==> src/rtl/sprite_compositor.sv <==
// Sprite compositor: double-buffered sprite registers, fixed-priority hit test, sprite-memory
// fetch, and a transparency/background select. RGB and syncs share one 3-cycle pipeline.
module sprite_compositor #(
  parameter int          CHANNELS        = 4,
  parameter int          SPRITE_SIZE     = 32,
  parameter int          COLOR_BITS      = 3,
  parameter int          X_W             = 11,
  parameter int          Y_W             = 10,
  parameter logic [11:0] TRANSPARENT_KEY = 12'h000,
  parameter bit          SYNC_ACTIVE_LOW = 1'b1,
  localparam int         SEL_W           = (CHANNELS > 1) ? $clog2(CHANNELS) : 1,
  localparam int         LOG_S           = $clog2(SPRITE_SIZE),
  localparam int         AW              = 2 * LOG_S
) (
  input  logic                      clk,
  input  logic                      reset,
  input  logic                      video_enable,
  input  logic                      hsync_in,
  input  logic                      vsync_in,
  input  logic [X_W-1:0]            pixel_x,
  input  logic [Y_W-1:0]            pixel_y,
  input  logic                      cfg_we,
  input  logic [SEL_W-1:0]          cfg_sel,
  input  logic [X_W-1:0]            cfg_x,
  input  logic [Y_W-1:0]            cfg_y,
  input  logic                      cfg_en,
  input  logic [3*COLOR_BITS-1:0]   bg_colour,
  output logic                      mem_en,
  output logic [SEL_W-1:0]          mem_element,
  output logic [AW-1:0]             mem_address,
  input  logic [11:0]               mem_data,
  output logic [COLOR_BITS-1:0]     vga_r,
  output logic [COLOR_BITS-1:0]     vga_g,
  output logic [COLOR_BITS-1:0]     vga_b,
  output logic                      hsync_out,
  output logic                      vsync_out,
  output logic                      frame_commit
);

  localparam logic         SYNC_IDLE = SYNC_ACTIVE_LOW;
  localparam logic [X_W:0] X_SPAN    = (X_W+1)'(SPRITE_SIZE);
  localparam logic [Y_W:0] Y_SPAN    = (Y_W+1)'(SPRITE_SIZE);

  logic [X_W-1:0]      sh_x [CHANNELS];
  logic [Y_W-1:0]      sh_y [CHANNELS];
  logic [CHANNELS-1:0] sh_en;
  logic [X_W-1:0]      ac_x [CHANNELS];
  logic [Y_W-1:0]      ac_y [CHANNELS];
  logic [CHANNELS-1:0] ac_en;

  logic vs_act, vs_q, commit;

  logic [CHANNELS-1:0] hit;
  logic                any_hit;
  logic [SEL_W-1:0]    winner;
  logic [X_W:0]        px_e;
  logic [Y_W:0]        py_e;
  logic [LOG_S-1:0]    dx, dy;

  logic ve0, hit0, hs0, vs0;
  logic ve1, hit1, hs1, vs1;
  logic [3*COLOR_BITS-1:0] rgb_nxt;

  always_ff @(posedge clk or posedge reset) begin
    if (reset) begin
      for (int i = 0; i < CHANNELS; i++) begin
        sh_x[i] <= '0;
        sh_y[i] <= '0;
      end
      sh_en <= '0;
    end else if (cfg_we && (int'(cfg_sel) < CHANNELS)) begin
      sh_x[cfg_sel]  <= cfg_x;
      sh_y[cfg_sel]  <= cfg_y;
      sh_en[cfg_sel] <= cfg_en;
    end
  end

  // vs_q resets to "active" so a commit needs a real inactive->active transition after reset.
  assign vs_act = vsync_in ^ SYNC_ACTIVE_LOW;
  assign commit = vs_act & ~vs_q;

  always_ff @(posedge clk or posedge reset) begin
    if (reset) begin
      vs_q         <= 1'b1;
      frame_commit <= 1'b0;
      for (int i = 0; i < CHANNELS; i++) begin
        ac_x[i] <= '0;
        ac_y[i] <= '0;
      end
      ac_en <= '0;
    end else begin
      vs_q         <= vs_act;
      frame_commit <= commit;
      if (commit) begin
        for (int i = 0; i < CHANNELS; i++) begin
          ac_x[i] <= sh_x[i];
          ac_y[i] <= sh_y[i];
        end
        ac_en <= sh_en;
      end
    end
  end

  // One extra bit on both sides keeps sprites near the right/bottom edge clipped rather than wrapped.
  assign px_e = {1'b0, pixel_x};
  assign py_e = {1'b0, pixel_y};

  for (genvar g = 0; g < CHANNELS; g++) begin : g_hit
    logic [X_W:0] x_lo;
    logic [Y_W:0] y_lo;
    assign x_lo   = {1'b0, ac_x[g]};
    assign y_lo   = {1'b0, ac_y[g]};
    assign hit[g] = ac_en[g] && (px_e >= x_lo) && (px_e < x_lo + X_SPAN)
                             && (py_e >= y_lo) && (py_e < y_lo + Y_SPAN);
  end

  always_comb begin
    any_hit = 1'b0;
    winner  = '0;
    for (int i = CHANNELS-1; i >= 0; i--) begin
      if (hit[i]) begin
        any_hit = 1'b1;
        winner  = SEL_W'(i);
      end
    end
  end

  assign dx = LOG_S'(pixel_x - ac_x[winner]);
  assign dy = LOG_S'(pixel_y - ac_y[winner]);

  always_ff @(posedge clk or posedge reset) begin
    if (reset) begin
      mem_en      <= 1'b0;
      mem_element <= '0;
      mem_address <= '0;
      ve0         <= 1'b0;
      hit0        <= 1'b0;
      hs0         <= SYNC_IDLE;
      vs0         <= SYNC_IDLE;
    end else begin
      mem_en <= video_enable & any_hit;
      if (any_hit) begin
        mem_element <= winner;
        mem_address <= {dy, dx};
      end
      ve0  <= video_enable;
      hit0 <= any_hit;
      hs0  <= hsync_in;
      vs0  <= vsync_in;
    end
  end

  always_ff @(posedge clk or posedge reset) begin
    if (reset) begin
      ve1  <= 1'b0;
      hit1 <= 1'b0;
      hs1  <= SYNC_IDLE;
      vs1  <= SYNC_IDLE;
    end else begin
      ve1  <= ve0;
      hit1 <= hit0;
      hs1  <= hs0;
      vs1  <= vs0;
    end
  end

  // A transparent winner shows background; lower-priority sprites are never fetched.
  always_comb begin
    rgb_nxt = '0;
    if (ve1) begin
      if (hit1 && (mem_data != TRANSPARENT_KEY))
        rgb_nxt = {mem_data[11 -: COLOR_BITS], mem_data[7 -: COLOR_BITS], mem_data[3 -: COLOR_BITS]};
      else
        rgb_nxt = bg_colour;
    end
  end

  always_ff @(posedge clk or posedge reset) begin
    if (reset) begin
      vga_r     <= '0;
      vga_g     <= '0;
      vga_b     <= '0;
      hsync_out <= SYNC_IDLE;
      vsync_out <= SYNC_IDLE;
    end else begin
      {vga_r, vga_g, vga_b} <= rgb_nxt;
      hsync_out             <= hs1;
      vsync_out             <= vs1;
    end
  end

endmodule
==> config.mk <==
export PLATFORM = sky130hd
export DESIGN_NAME = sprite_compositor
export DESIGN_NICKNAME = d
export VERILOG_FILES = /design/src/rtl/sprite_compositor.sv
export SDC_FILE = /design/constraint.sdc
export NUM_CORES = 1
export LEC_CHECK = 0
export CAP_MARGIN = 20
export CORE_ASPECT_RATIO = 0.6
export CORE_MARGIN = 2
export CORE_UTILIZATION = 53
export DETAILED_ROUTE_END_ITERATION = 16
export PLACE_DENSITY_LB_ADDON = 0.3
export SYNTH_ARGS = -nofsm -noshare
export SYNTH_HDL_FRONTEND = slang
export SYNTH_SLANG_ARGS = --single-unit
==> constraint.sdc <==
create_clock -name clk -period 7 [get_ports clk]
set_input_delay 1.4 -clock clk [delete_from_list [all_inputs] [get_ports clk]]
set_output_delay 1.4 -clock clk [all_outputs]
set_load 0.005 [all_outputs]
* After elaboration in Yosys (flattened, before gate mapping)
Cells that the tools add are included.
** Operators by class
- Add/subtract/negate cells :: 10
- Magnitude comparators :: 21
- Mux-type cells :: 25
- Bitwise logic cells :: 6
- Reductions and logical operators :: 20
** Operators by type and width (number)
- $add A11 B6 Y12 const B :: 4
- $lt A11 B12 Y1 :: 4
- $add A10 B6 Y11 const B :: 4
- $bwmux W44 :: 1
- $ge A11 B11 Y1 :: 4
- $lt A10 B11 Y1 :: 4
- $bwmux W40 :: 1
- $ge A10 B10 Y1 :: 4
- $bmux W11 S2 :: 1
- $demux W11 S2 :: 1
- $bmux W10 S2 :: 1
- $demux W10 S2 :: 1
- $mux W5 :: 4
- $logic_and A1 B1 Y1 :: 19
- $mux W9 :: 2
- $reduce_bool A12 Y1 :: 1
- $mux W11 :: 1
- $mux W10 :: 1
- $sub A5 B5 Y5 :: 2
- $mux W2 :: 4
- $ge A3 B3 Y1 const B :: 2
- $not A2 Y3 :: 2
- $mux W1 :: 5
- $bwmux W4 :: 1
- 6 further kinds :: 8
** Word-level totals
- Flip-flop bits (word level) :: 210
- Output and inout port bits :: 25

* Logic depth before layout (Yosys ltp)
- Depth in word-level cells :: 14
- Gate-level depth with buffers :: 22
- Depth with buffers taken out :: 22

* Least setup slack after synthesis
Ideal clock, no wire load.
- Path kind :: input -> register
- Start :: input pixel_x[6]
- End :: register mem_address[4]
- Library setup time :: 0.120 ns
- Arrival time :: 4.810 ns
- Setup slack :: 2.069 ns
- Stages :: 19
- Path through :: ha_1 nor2b_1 a221o_1 a2111oi_2 a21oi_1 a21oi_2 nand2_1 a21oi_4 buf_4 mux2i_1 a21oi_1 ha_1 inv_1 fa_1 a21o_1 a21oi_1 xor2_1 a211o_1 o211a_1
** On the way
- Cells in the longest elaborated chain, start to end :: 14
- Elaborated cells on any way between the ends :: 37
** RTL lines
- start, declared :: line 20 : input logic [X_W-1:0] pixel_x,
- $ge A11 B11 Y1 :: line 113 : assign hit[g] = ac_en[g] && (px_e >= x_lo) && (px_e < x_lo + X_SPAN)
- $logic_and A1 B1 Y1 (2 in a row) :: line 113
- $logic_and A1 B1 Y1 (2 in a row) :: line 114 : && (py_e >= y_lo) && (py_e < y_lo + Y_SPAN);
- $mux W2 (4 in a row) :: line 121 : if (hit[i]) begin
- $not A2 Y3 (not written as such) :: line 128 : assign dx = LOG_S'(pixel_x - ac_x[winner]);
- $bmux W11 S2 :: line 128
- $mux W5 (not written as such) (2 in a row) :: line 128
- $sub A5 B5 Y5 :: line 128
- end signal, assigned :: line 144 : mem_address <= {dy, dx};
- end, declared :: line 30 : output logic [AW-1:0] mem_address,
Several ways; a longest one is shown, not always the timed one. The select of a mux whose other input is x is not followed.
A chain may end at the register's enable or synchronous reset.

* Worst setup path after layout
- Start :: input pixel_x[5]
- End :: register mem_address[9]
** On the way
- Cells in the longest elaborated chain, start to end :: 14
- Elaborated cells on any way between the ends :: 37
** RTL lines
- $ge A11 B11 Y1 :: line 113
- $logic_and A1 B1 Y1 (2 in a row) :: line 113
- $logic_and A1 B1 Y1 (2 in a row) :: line 114
- $mux W2 (4 in a row) :: line 121
- $not A2 Y3 (not written as such) :: line 129 : assign dy = LOG_S'(pixel_y - ac_y[winner]);
- $bmux W10 S2 :: line 129
- $mux W5 (not written as such) (2 in a row) :: line 129
- $sub A5 B5 Y5 :: line 129
Several ways; a longest one is shown, not always the timed one. The select of a mux whose other input is x is not followed.

==> flow_summary.rst <==
.. list-table::
   :header-rows: 1

   * - Metric
     - Value
   * - Maximum resistive drop on vdd
     - 0.000166 V
   * - Mean routed wirelength per cell
     - roughly 20 µm
   * - Post-route DRC violation count
     - 0
   * - Synth Flop Type
     - sky130_fd_sc_hd__dfrtp_1
   * - Hold Crit Depth
     - 0
   * - Global route overflow
     - 0
   * - Count of routing violations after the opening detailed-route iteration
     - between 600 and 700
   * - YS warnings
     - 0
   * - Fraction of synthesis flops using an asynchronous set or reset pin
     - 1.00
   * - Net count, final
     - about 1500
   * - Worst stage delay on the critical path
     - 0.63 ns
   * - Buffering stage count on the worst path with inverters included
     - 1
   * - Pin count of the biggest net entering global routing
     - 199
   * - CP required
     - between 7 and 8 ns
   * - Initial antenna violation count
     - 0
   * - Overall routed net length
     - approximately 31000 µm
   * - Most area-consuming cells after synthesis
     - sky130_fd_sc_hd__dfrtp_1, sky130_fd_sc_hd__ha_1, sky130_fd_sc_hd__mux2_2
   * - Max-cap violations
     - 0
   * - Top-level port count
     - 97
   * - Max stage delay cell, worst path
     - sky130_fd_sc_hd__clkdlybuf4s50_1
   * - Diodes inserted
     - 0
   * - Critical path arrival
     - around 6.2 ns
   * - Cells after synthesis
     - approximately 1100
   * - Net count after synthesis
     - ~1400
   * - Max-slew violation count
     - 0
   * - Weighted congestion reported at the end of routability-driven placement
     - between 0.8 and 0.9
   * - Worst setup skew after layout
     - 0.00855 ns
   * - Outcome
     - complete, no violations
   * - Flops & latches, synth
     - 210
   * - Post-CTS clock slew at the launch and capture registers of the worst setup and hold paths
     - 0.06 ns
   * - Post-route setup TNS
     - 0 ns
   * - Maximum clock frequency
     - between 150 and 200 MHz
   * - Total CTS buffers
     - 20
   * - H-Tree Level Count
     - 1
   * - Via count of the first global-routing pass
     - around 8600
   * - LEAKAGE
     - 6.27 nW
   * - Hold Fails Final Rpt
     - 0
   * - Cells on worst reg2reg path
     - 18
   * - Worst r2r src
     - ac_y[5]
   * - Site Rows
     - between 40 and 50
   * - Relative max-transition margin
     - 0.145
   * - Buffer levels on the longest clock path
     - 3
   * - Commonest cells after routing, fill and taps aside
     - sky130_fd_sc_hd__dfrtp_1, sky130_fd_sc_hd__ha_1, sky130_fd_sc_hd__nand2_1
   * - DR vias/cell
     - 5.81
   * - Minimum period implied by the final worst setup slack
     - approximately 6 ns
   * - Type of the worst setup path
     - input pin to flip-flop
   * - Hold WC Path Type
     - flip-flop to flip-flop
   * - Endpoint, Worst Hold
     - hit1
   * - Share of cells above drive strength 1
     - 0.129
   * - Distinct cell type count of the synthesized netlist
     - 63
   * - Remaining number of nets flagged by the antenna check after routing
     - 0
   * - Ordered cell list for the critical path
     - clkdlybuf4s50_1 -> ha_1 -> nor2b_1 -> o211ai_1 -> a21boi_0 -> o41a_1 -> nor4bb_1 -> o21bai_2 -> nand2_1 -> o211ai_1 -> o21ai_0 -> fa_1 -> a21o_1 -> a21oi_1 -> xor2_1 -> a211o_1 -> o211a_1
   * - CTS-repair resized insts
     - 0
   * - Crit path launch type
     - input pin
   * - Largest area contributor in the synthesized netlist
     - sky130_fd_sc_hd__dfrtp_1
   * - Setup repair after global routing missed its margin
     - no
   * - Floorplan die height
     - between 100 and 150 µm
   * - Synth Cell Area
     - ~12000 µm²
   * - Total Routing Usage GR
     - 0.267
   * - Total power density per cell area
     - between 200 and 300 nW/µm²
   * - Total via count after detailed routing
     - around 8900
   * - Core Area
     - between 20000 and 25000 µm²
   * - Number of setup violations in the final report
     - 0
   * - Crit Path Max Fanout
     - 24
   * - Detailed Place HPWL
     - between 20000 and 25000 µm
   * - Starting density of the core
     - 0.540
   * - Die outline width
     - about 200 µm
   * - # clock sinks
     - 210
   * - Signed area change from the synthesized netlist to the final layout
     - 16.5%
   * - Slew at the pin with the worst max-slew slack
     - ~1.3 ns
   * - Syn Area/Cell
     - 10.5 µm²
   * - Worst reg2reg setup slack
     - between 1.5 and 2 ns
   * - Share of the synthesized area in the top cell type
     - 0.426
   * - Sequential cell area in the final layout
     - about 5300 µm²
   * - Sequential-to-total area share from yosys stat
     - 0.442
   * - Clk Tree Root Cell
     - sky130_fd_sc_hd__clkbuf_16
   * - Number of buffers added to fix hold violations after cts
     - 0
   * - Final-layout fill cell count
     - around 1800
   * - TritonCTS clock tree
     - built
   * - Period Utilization, post-route
     - 0.835
   * - Clock latency at the later pin of the worst-skew pair
     - about 0.5 ns
   * - Endpoint kind of the worst setup timing path
     - flip-flop
   * - Commonest non-fill, non-tap cell in the layout
     - sky130_fd_sc_hd__dfrtp_1
   * - WHS
     - 0.355 ns
   * - Combined area of the multi-input logic cells
     - 6170 µm²
   * - Number of synthesized flops with an enable pin
     - 0
   * - Gate family responsible for the most delay along the worst path
     - compound AO/OA/AOI/OAI gates
   * - Number of setup buffers added after CTS
     - 0
   * - Most numerous cell on the critical path
     - sky130_fd_sc_hd__o211ai_1
   * - Die footprint
     - between 20000 and 25000 µm²
   * - Startpoint of the most critical hold path
     - hit0
   * - I/O Buffers
     - 96
   * - Reg2reg end
     - mem_address[9]
   * - Detailed Routing Iterations Pass 1
     - 5
   * - First-pass GRT wire length
     - between 40000 and 50000 µm
[power by group]
part	internal [mW]	switching (mW)
Sequential	1.47	0.185
Clock	0.646	0.465
Combinational	0.629	0.722
[state kept, by name, summed over array words and instances, names as in the netlist, 3 cells and up]
name / cells
mem_address: 10
sh_y: 40
ac_y: 40
vga_b: 3
ac_x: 44
sh_en: 4
vga_g: 3
ac_en: 4
vga_r: 3
sh_x: 44
[worst reg2reg max path, cell delays in order, from the launching register on]
cell	delay (ns)
sky130_fd_sc_hd__dfrtp_1	0.44
sky130_fd_sc_hd__and3_1	0.23
sky130_fd_sc_hd__xnor2_1	0.13
sky130_fd_sc_hd__ha_1	0.29
sky130_fd_sc_hd__a21o_1	0.19
sky130_fd_sc_hd__a211o_1	0.30
sky130_fd_sc_hd__o221ai_1	0.17
sky130_fd_sc_hd__a21oi_1	0.08
sky130_fd_sc_hd__nor4bb_1	0.46
sky130_fd_sc_hd__o21bai_2	0.29
sky130_fd_sc_hd__nand2_1	0.49
sky130_fd_sc_hd__o211ai_1	0.32
sky130_fd_sc_hd__o21ai_0	0.20
sky130_fd_sc_hd__fa_1	0.48
sky130_fd_sc_hd__a21o_1	0.18
sky130_fd_sc_hd__a21oi_1	0.18
sky130_fd_sc_hd__xor2_1	0.11
sky130_fd_sc_hd__a211o_1	0.28
sky130_fd_sc_hd__o211a_1	0.11
[kinds of logic (layout without fill, tap and decap cells)]
logic type	Yosys count	count (layout)	share of synthesized area
adders and majority gates	146	146	0.155
and+or+nand+nor	239	239	0.0942
DFF	210	210	0.442
muxes	106	106	0.0998
xor gates and xnor gates	34	34	0.0250
buffers and inverters	131	238	0.0418
AOI/OAI and AO/OA	271	271	0.143
[Yosys cell counts (2+ instances only)]
library cell,number
sky130_fd_sc_hd__a211o_1,6
sky130_fd_sc_hd__a211oi_1,8
sky130_fd_sc_hd__a21boi_0,8
sky130_fd_sc_hd__a21o_1,22
sky130_fd_sc_hd__a21oi_1,50
sky130_fd_sc_hd__a221o_1,5
sky130_fd_sc_hd__and3_1,8
sky130_fd_sc_hd__and4_1,4
sky130_fd_sc_hd__buf_1,8
sky130_fd_sc_hd__buf_2,2
sky130_fd_sc_hd__clkbuf_1,21
sky130_fd_sc_hd__dfrtp_1,203
sky130_fd_sc_hd__dfstp_2,7
sky130_fd_sc_hd__fa_1,2
sky130_fd_sc_hd__ha_1,144
sky130_fd_sc_hd__inv_1,99
sky130_fd_sc_hd__mux2_2,102
sky130_fd_sc_hd__mux2i_1,4
sky130_fd_sc_hd__nand2_1,117
sky130_fd_sc_hd__nand2b_1,11
sky130_fd_sc_hd__nand3_1,30
sky130_fd_sc_hd__nand3b_1,2
sky130_fd_sc_hd__nand4_1,8
sky130_fd_sc_hd__nor2_1,25
sky130_fd_sc_hd__nor2b_1,12
sky130_fd_sc_hd__nor3_1,11
sky130_fd_sc_hd__nor4_1,3
sky130_fd_sc_hd__o2111a_1,2
sky130_fd_sc_hd__o2111ai_1,2
sky130_fd_sc_hd__o211a_1,2
sky130_fd_sc_hd__o211ai_1,16
sky130_fd_sc_hd__o21a_1,8
sky130_fd_sc_hd__o21ai_0,116
sky130_fd_sc_hd__o21bai_1,3
sky130_fd_sc_hd__o221ai_1,2
sky130_fd_sc_hd__o311ai_0,2
sky130_fd_sc_hd__o31ai_1,3
sky130_fd_sc_hd__o41ai_1,2
sky130_fd_sc_hd__xnor2_1,30
sky130_fd_sc_hd__xor2_1,4
[cell type report]
type	instances	share of cell area
repair buffers	105	0.0759
inverters	99	0.0270
clock buffers	30	0.0446
clock inverters	4	0.00324
multi-input cells	796	0.444
well taps	286	0.0258
flip-flops and latches	210	0.379
[how the worst max path moves through the flow]
| stage | end | from | slack (ns) | depth (start not counted) |
|---|---|---|---|---|
| after floorplan | mem_address[4] | pixel_x[6] | 2.07 | 19 |
| after global placement | mem_address[9] | pixel_x[5] | 0.80 | 17 |
| after detailed placement | mem_address[9] | pixel_x[5] | 0.66 | 17 |
| after CTS | mem_address[9] | pixel_x[5] | 1.18 | 17 |
| after global routing | mem_address[9] | pixel_y[7] | 0.76 | 17 |
| final | mem_address[9] | pixel_x[5] | 1.15 | 17 |
[metrics by stage]
stage          worst slack, ns  cells  power (mW)  area [µm²]   util
2_1_floorplan             2.07   1137        2.49       11900      -
3_3_place_gp             0.798   1496        2.94       13200  0.599
3_5_place_dp             0.662   1496        3.00       13200  0.599
4_1_cts                   1.18   1530        4.12       13900  0.629
5_1_grt                  0.760   1530        4.38       13900  0.629
6_report                  1.15   1530        4.12       13900  0.629
[per-layer routing]
layer	GRT usage	vias to the layer above	routed length, µm
met2	0.361	276	12000
met5	0	-	0
met1	0.432	4357	15900
met3	0.0652	30	2520
li1	-	4224	-
met4	0.0362	0	297
No activity file was read; power rests on OpenSTA's default activity.
